===== config.mk =====
export PLATFORM = sky130hd
export DESIGN_NAME = ro_pair_compare
export DESIGN_NICKNAME = d
export VERILOG_FILES = /design/src/rtl/ro_pair_compare.sv
export SDC_FILE = /design/constraint.sdc
export NUM_CORES = 1
export LEC_CHECK = 0
export ABC_CLOCK_PERIOD_IN_PS = 5750
export CAP_MARGIN = 20
export CORE_ASPECT_RATIO = 1.2
export CORE_MARGIN = 10
export CORE_UTILIZATION = 30
export CTS_CLUSTER_SIZE = 24
export DETAILED_ROUTE_END_ITERATION = 8
export HOLD_SLACK_MARGIN = 0.02
export PLACE_DENSITY = 0.53
export SYNTH_ARGS = -nofsm -noshare
export SYNTH_HDL_FRONTEND = slang
export SYNTH_SLANG_ARGS = --single-unit

===== constraint.sdc =====
create_clock -name CLK -period 5.75 [get_ports CLK]
set_clock_uncertainty 0.05 [all_clocks]
set_input_delay 1.15 -clock CLK [delete_from_list [all_inputs] [get_ports CLK]]
set_output_delay 1.15 -clock CLK [all_outputs]
set_load 0.1 [all_outputs]

===== src/rtl/ro_pair_compare.sv =====
// PUF ring-oscillator pair measurement: gates both ROs, counts synchronized rising
// edges over a fixed window, then compares the counts into one response bit.
module ro_pair_compare #(
  parameter int          CNT_W      = 16,
  parameter int unsigned WINDOW     = 10000,
  parameter int unsigned SETTLE_CYC = 4
) (
  input  logic             CLK,
  input  logic             RST_N,
  input  logic             START,
  input  logic             RO_A,
  input  logic             RO_B,
  output logic             RO_EN,
  output logic             BUSY,
  output logic             RESP_VALID,
  input  logic             RESP_ACK,
  output logic             RESP_BIT,
  output logic             TIE,
  output logic [CNT_W-1:0] COUNT_A,
  output logic [CNT_W-1:0] COUNT_B
);

  typedef enum logic [2:0] {
    IDLE    = 3'd0,
    SETTLE  = 3'd1,
    COUNT   = 3'd2,
    COMPARE = 3'd3,
    DONE    = 3'd4
  } state_t;

  state_t      state_reg, state_next;
  logic [31:0] timer_reg, timer_next;
  logic        clr_cnt, cnt_en, cmp_en;
  logic        resp_bit_reg, tie_reg;
  logic [1:0]  ro_in;

  assign ro_in = {RO_B, RO_A};

  // Channel 0 is oscillator A, channel 1 is oscillator B.
  for (genvar gi = 0; gi < 2; gi++) begin : g_ch
    logic             sync1_reg, sync2_reg, hist_reg;
    logic             rise;
    logic [CNT_W-1:0] cnt_reg;

    assign rise = sync2_reg & ~hist_reg;

    always_ff @(posedge CLK or negedge RST_N) begin
      if (!RST_N) begin
        sync1_reg <= 1'b0;
        sync2_reg <= 1'b0;
        hist_reg  <= 1'b0;
      end else begin
        sync1_reg <= ro_in[gi];
        sync2_reg <= sync1_reg;
        hist_reg  <= sync2_reg;
      end
    end

    always_ff @(posedge CLK or negedge RST_N) begin
      if (!RST_N) begin
        cnt_reg <= '0;
      end else if (clr_cnt) begin
        cnt_reg <= '0;
      end else if (cnt_en && rise && (cnt_reg != {CNT_W{1'b1}})) begin
        cnt_reg <= cnt_reg + 1'b1;
      end
    end
  end

  assign COUNT_A = g_ch[0].cnt_reg;
  assign COUNT_B = g_ch[1].cnt_reg;

  always_ff @(posedge CLK or negedge RST_N) begin
    if (!RST_N) begin
      state_reg <= IDLE;
      timer_reg <= '0;
    end else begin
      state_reg <= state_next;
      timer_reg <= timer_next;
    end
  end

  always_comb begin
    state_next = state_reg;
    timer_next = timer_reg;
    clr_cnt    = 1'b0;
    cnt_en     = 1'b0;
    cmp_en     = 1'b0;
    case (state_reg)
      IDLE: begin
        if (START) begin
          state_next = SETTLE;
          timer_next = 32'(SETTLE_CYC - 1);
          clr_cnt    = 1'b1;
        end
      end
      SETTLE: begin
        if (timer_reg == 32'd0) begin
          state_next = COUNT;
          timer_next = 32'(WINDOW - 1);
        end else begin
          timer_next = timer_reg - 32'd1;
        end
      end
      COUNT: begin
        cnt_en = 1'b1;
        if (timer_reg == 32'd0) begin
          state_next = COMPARE;
        end else begin
          timer_next = timer_reg - 32'd1;
        end
      end
      COMPARE: begin
        cmp_en     = 1'b1;
        state_next = DONE;
      end
      DONE: begin
        if (RESP_ACK) begin
          state_next = IDLE;
        end
      end
      default: state_next = IDLE;
    endcase
  end

  always_ff @(posedge CLK or negedge RST_N) begin
    if (!RST_N) begin
      resp_bit_reg <= 1'b0;
      tie_reg      <= 1'b0;
    end else if (cmp_en) begin
      resp_bit_reg <= (g_ch[0].cnt_reg > g_ch[1].cnt_reg);
      tie_reg      <= (g_ch[0].cnt_reg == g_ch[1].cnt_reg);
    end
  end

  assign RO_EN      = (state_reg == SETTLE) || (state_reg == COUNT);
  assign BUSY       = (state_reg != IDLE);
  assign RESP_VALID = (state_reg == DONE);
  assign RESP_BIT   = resp_bit_reg;
  assign TIE        = tie_reg;

endmodule


==> flow_metrics.tcl <==
set metrics [dict create \
    outcome "finished, final reports clean" \
    area_delta_synth_final_pct 22.9 \
    grt_start_max_net_pins 76 \
    synthArstFlopShare_pct 100 \
    place_hpwl_um 7820 \
    clk_latency_ns 0.35 \
    critPathMaxStageDelay_ns 1.24 \
    p_per_area_mw_per_mm2 556 \
    fin_tns_setup_ns 0 \
    critPathTopFamily "buffers and inverters" \
    worst_pin_slew_ns 0.989 \
    finalSetupViolCount 0 \
    syn-cell-area_mm2 0.00420 \
    dieArea_mm2 0.0192 \
    die_w_um 128 \
    dr.pass1.iters 5 \
    antenna_found_initial 0 \
    rr_endpoint "timer_reg[3]" \
    yosysTopAreaCell "dfrtp_1" \
    cts_max_level 3 \
    gr-total-overflow 0 \
    cp_slowest_cell "clkdlybuf4s50_1" \
    pre_cts_slack_ns 2.15 \
    required_ns 4.55 \
    hold_path_startpoint "g_ch[1].sync1_reg" \
    cp_cell_sequence "nand2b_1, a21oi_1, clkdlybuf4s50_1" \
    maxCapViolCount 0 \
    max-slew-margin-rel_pct 33.9 \
    synth.most_common_cell "dfrtp_1" \
    ys_types 51 \
    drc 0 \
    min_to "g_ch[1].sync2_reg" \
    fp-row-count 47 \
    grt_pass1_vias 3583 \
    gp_congestion 0.800 \
    cellLeakagePower_nw 2.17 \
    rsz0062_at_grt "false" \
    synthesis.instances 463 \
    synth_edf_count 0 \
    ys_seq_area_share_pct 44.6 \
    largest_reg_flops 32 \
    ir_drop_uv 376 \
    yosys_warnings 0 \
    finalCritPeriodShare_pct 68.8 \
    cts_setup_buffers 0 \
    clkTransAtPathRegs_ns 0.06 \
    avgSynthCellArea_um2 9.08 \
    layout-drive-gt1-share_pct 6.47 \
    ys.flop_type "dfrtp_1" \
    drt_iter0_drc 245 \
    synth_top_area_share_pct 44.6 \
    critPathCaptureType "primary output" \
    hp-class "reg -> reg" \
    final_nets 530 \
    start_util_pct 30.6 \
    routed_wl_um 10800 \
    startpoint_type "register" \
    fmax_mhz 253 \
    ctsRootBufferMaster "clkbuf_16" \
    crit_type "reg -> out" \
    viasPerCell 5.31 \
    setup_ws_ns 1.80 \
    ys_top_cells_by_area "dfrtp_1 (45%), nor2_1 (6.3%), ha_1 (5.7%)" \
    synthTopCellsByCount "dfrtp_1 (75), nor2_1 (70), o21ai_0 (32)" \
    routedWlPerCell_um 15.9 \
    fin_crit_ns 3.95 \
    regToRegSetupSlack_ns 2.35 \
    cts_made_buffers 9 \
    grt_pass1_wl_um 18100 \
    clock-sinks 75 \
    postCtsHoldBufs 0 \
    ant_nets 0 \
    core_mm2 0.0138 \
    crit_buf_inv 1 \
    holdPathStages 0 \
    tritoncts "yes" \
    ff2ff_path_depth 8 \
    worstReg2RegStart "timer_reg[0]" \
    synth_fp_nets 488 \
    n_antenna_cell 0 \
    clockBufferDepth 2 \
    worstPathArrival_ns 2.75 \
    track_usage_pct 11.6 \
    io_buffers 42 \
    crit_path_max_fanout 10 \
    io-pin-count 43 \
    ys_seq_elements 75 \
    slew_violations 0 \
    finalHoldViolations 0 \
    vias 3618 \
    cts_repair_resize_count 0 \
    dieHeight_um 150 \
]
worst reg2reg max path, delay by kind of cell, from the launching register on:
kind,cells,cell delay [ns]
simple gates,3,1.13
flops,1,0.41
compound gates,2,1.03
fa+ha+maj,1,0.20
buf+inv,2,0.43
per-stage QoR:
| step | utilization (%) | cell area (um^2) | power [mW] | instances | hold WS (ns) |
|---|---|---|---|---|---|
| 3_5_place_dp | 35.0 | 4810 | 2.22 | 665 | 0.287 |
| 3_3_place_gp | 35.0 | 4810 | 2.20 | 665 | 0.284 |
| 5_1_grt | 37.5 | 5160 | 3.10 | 681 | 0.300 |
| 6_report | 37.5 | 5160 | 2.87 | 681 | 0.288 |
| 2_1_floorplan | - | 4200 | 1.86 | 463 | 0.281 |
| 4_1_cts | 37.5 | 5160 | 2.91 | 681 | 0.293 |
logic make-up (layout without fill, tap and decap cells):
family / after synthesis / in the layout / synth area share (%)
mux: 2 / 2 / 0.476
simple gates: 197 / 197 / 23.1
compound gates: 100 / 100 / 15.6
flops: 75 / 75 / 44.6
xor+xnor: 33 / 33 / 6.88
fa+ha+maj: 19 / 19 / 5.65
buf+inv: 37 / 84 / 3.69
where the power goes:
part	switching, mW	leakage [nW]	internal [mW]	total (mW)
Sequential	0.145	1.01	0.644	0.789
Clock	0.232	0.173	0.437	0.669
Combinational	0.980	0.981	0.436	1.42
Total	1.36	2.17	1.52	2.87
worst max path at each step:
stage | startpoint | slack (ns) | cells after the start | endpoint
floorplan | state_reg[0] | 2.24 | 3 | RO_EN
global placement | state_reg[0] | 2.17 | 3 | RO_EN
detailed placement | state_reg[0] | 2.15 | 3 | RO_EN
CTS | state_reg[0] | 1.76 | 3 | RO_EN
global route | state_reg[0] | 1.66 | 3 | RO_EN
finish | state_reg[0] | 1.80 | 3 | RO_EN
layout by cell type (no fill, tap or decap), types with 11 or more instances in the layout:
| cell type | count |
|---|---|
| a21oi_1 | 15 |
| clkdlybuf4s50_1 | 41 |
| dfrtp_1 | 75 |
| ha_1 | 19 |
| inv_1 | 24 |
| nand2_1 | 31 |
| nand3_1 | 21 |
| nand4_1 | 17 |
| nor2_1 | 69 |
| nor3_1 | 17 |
| nor4_1 | 11 |
| o21ai_0 | 32 |
| xnor2_1 | 26 |
per-layer routing:
metal  share of wire [%]  global-route usage (%)  vias up
met5                   0                       0        -
met4                 2.0                    5.30        0
met3                 5.1                    2.44       15
met2                  50                    19.9       74
met1                  43                    13.6     1767
li1                    -                       -     1762
final cells by class:
class | instances | area, um^2
Clock inverter | 6 | 113
Sequential cell | 75 | 1880
Inverter | 24 | 90.1
Multi-Input combinational cell | 351 | 2200
Tap cell | 171 | 214
Timing Repair Buffer | 44 | 433
Fill cell | 1426 | 8600
Clock buffer | 10 | 239
(Power assumes the default switching activity.)
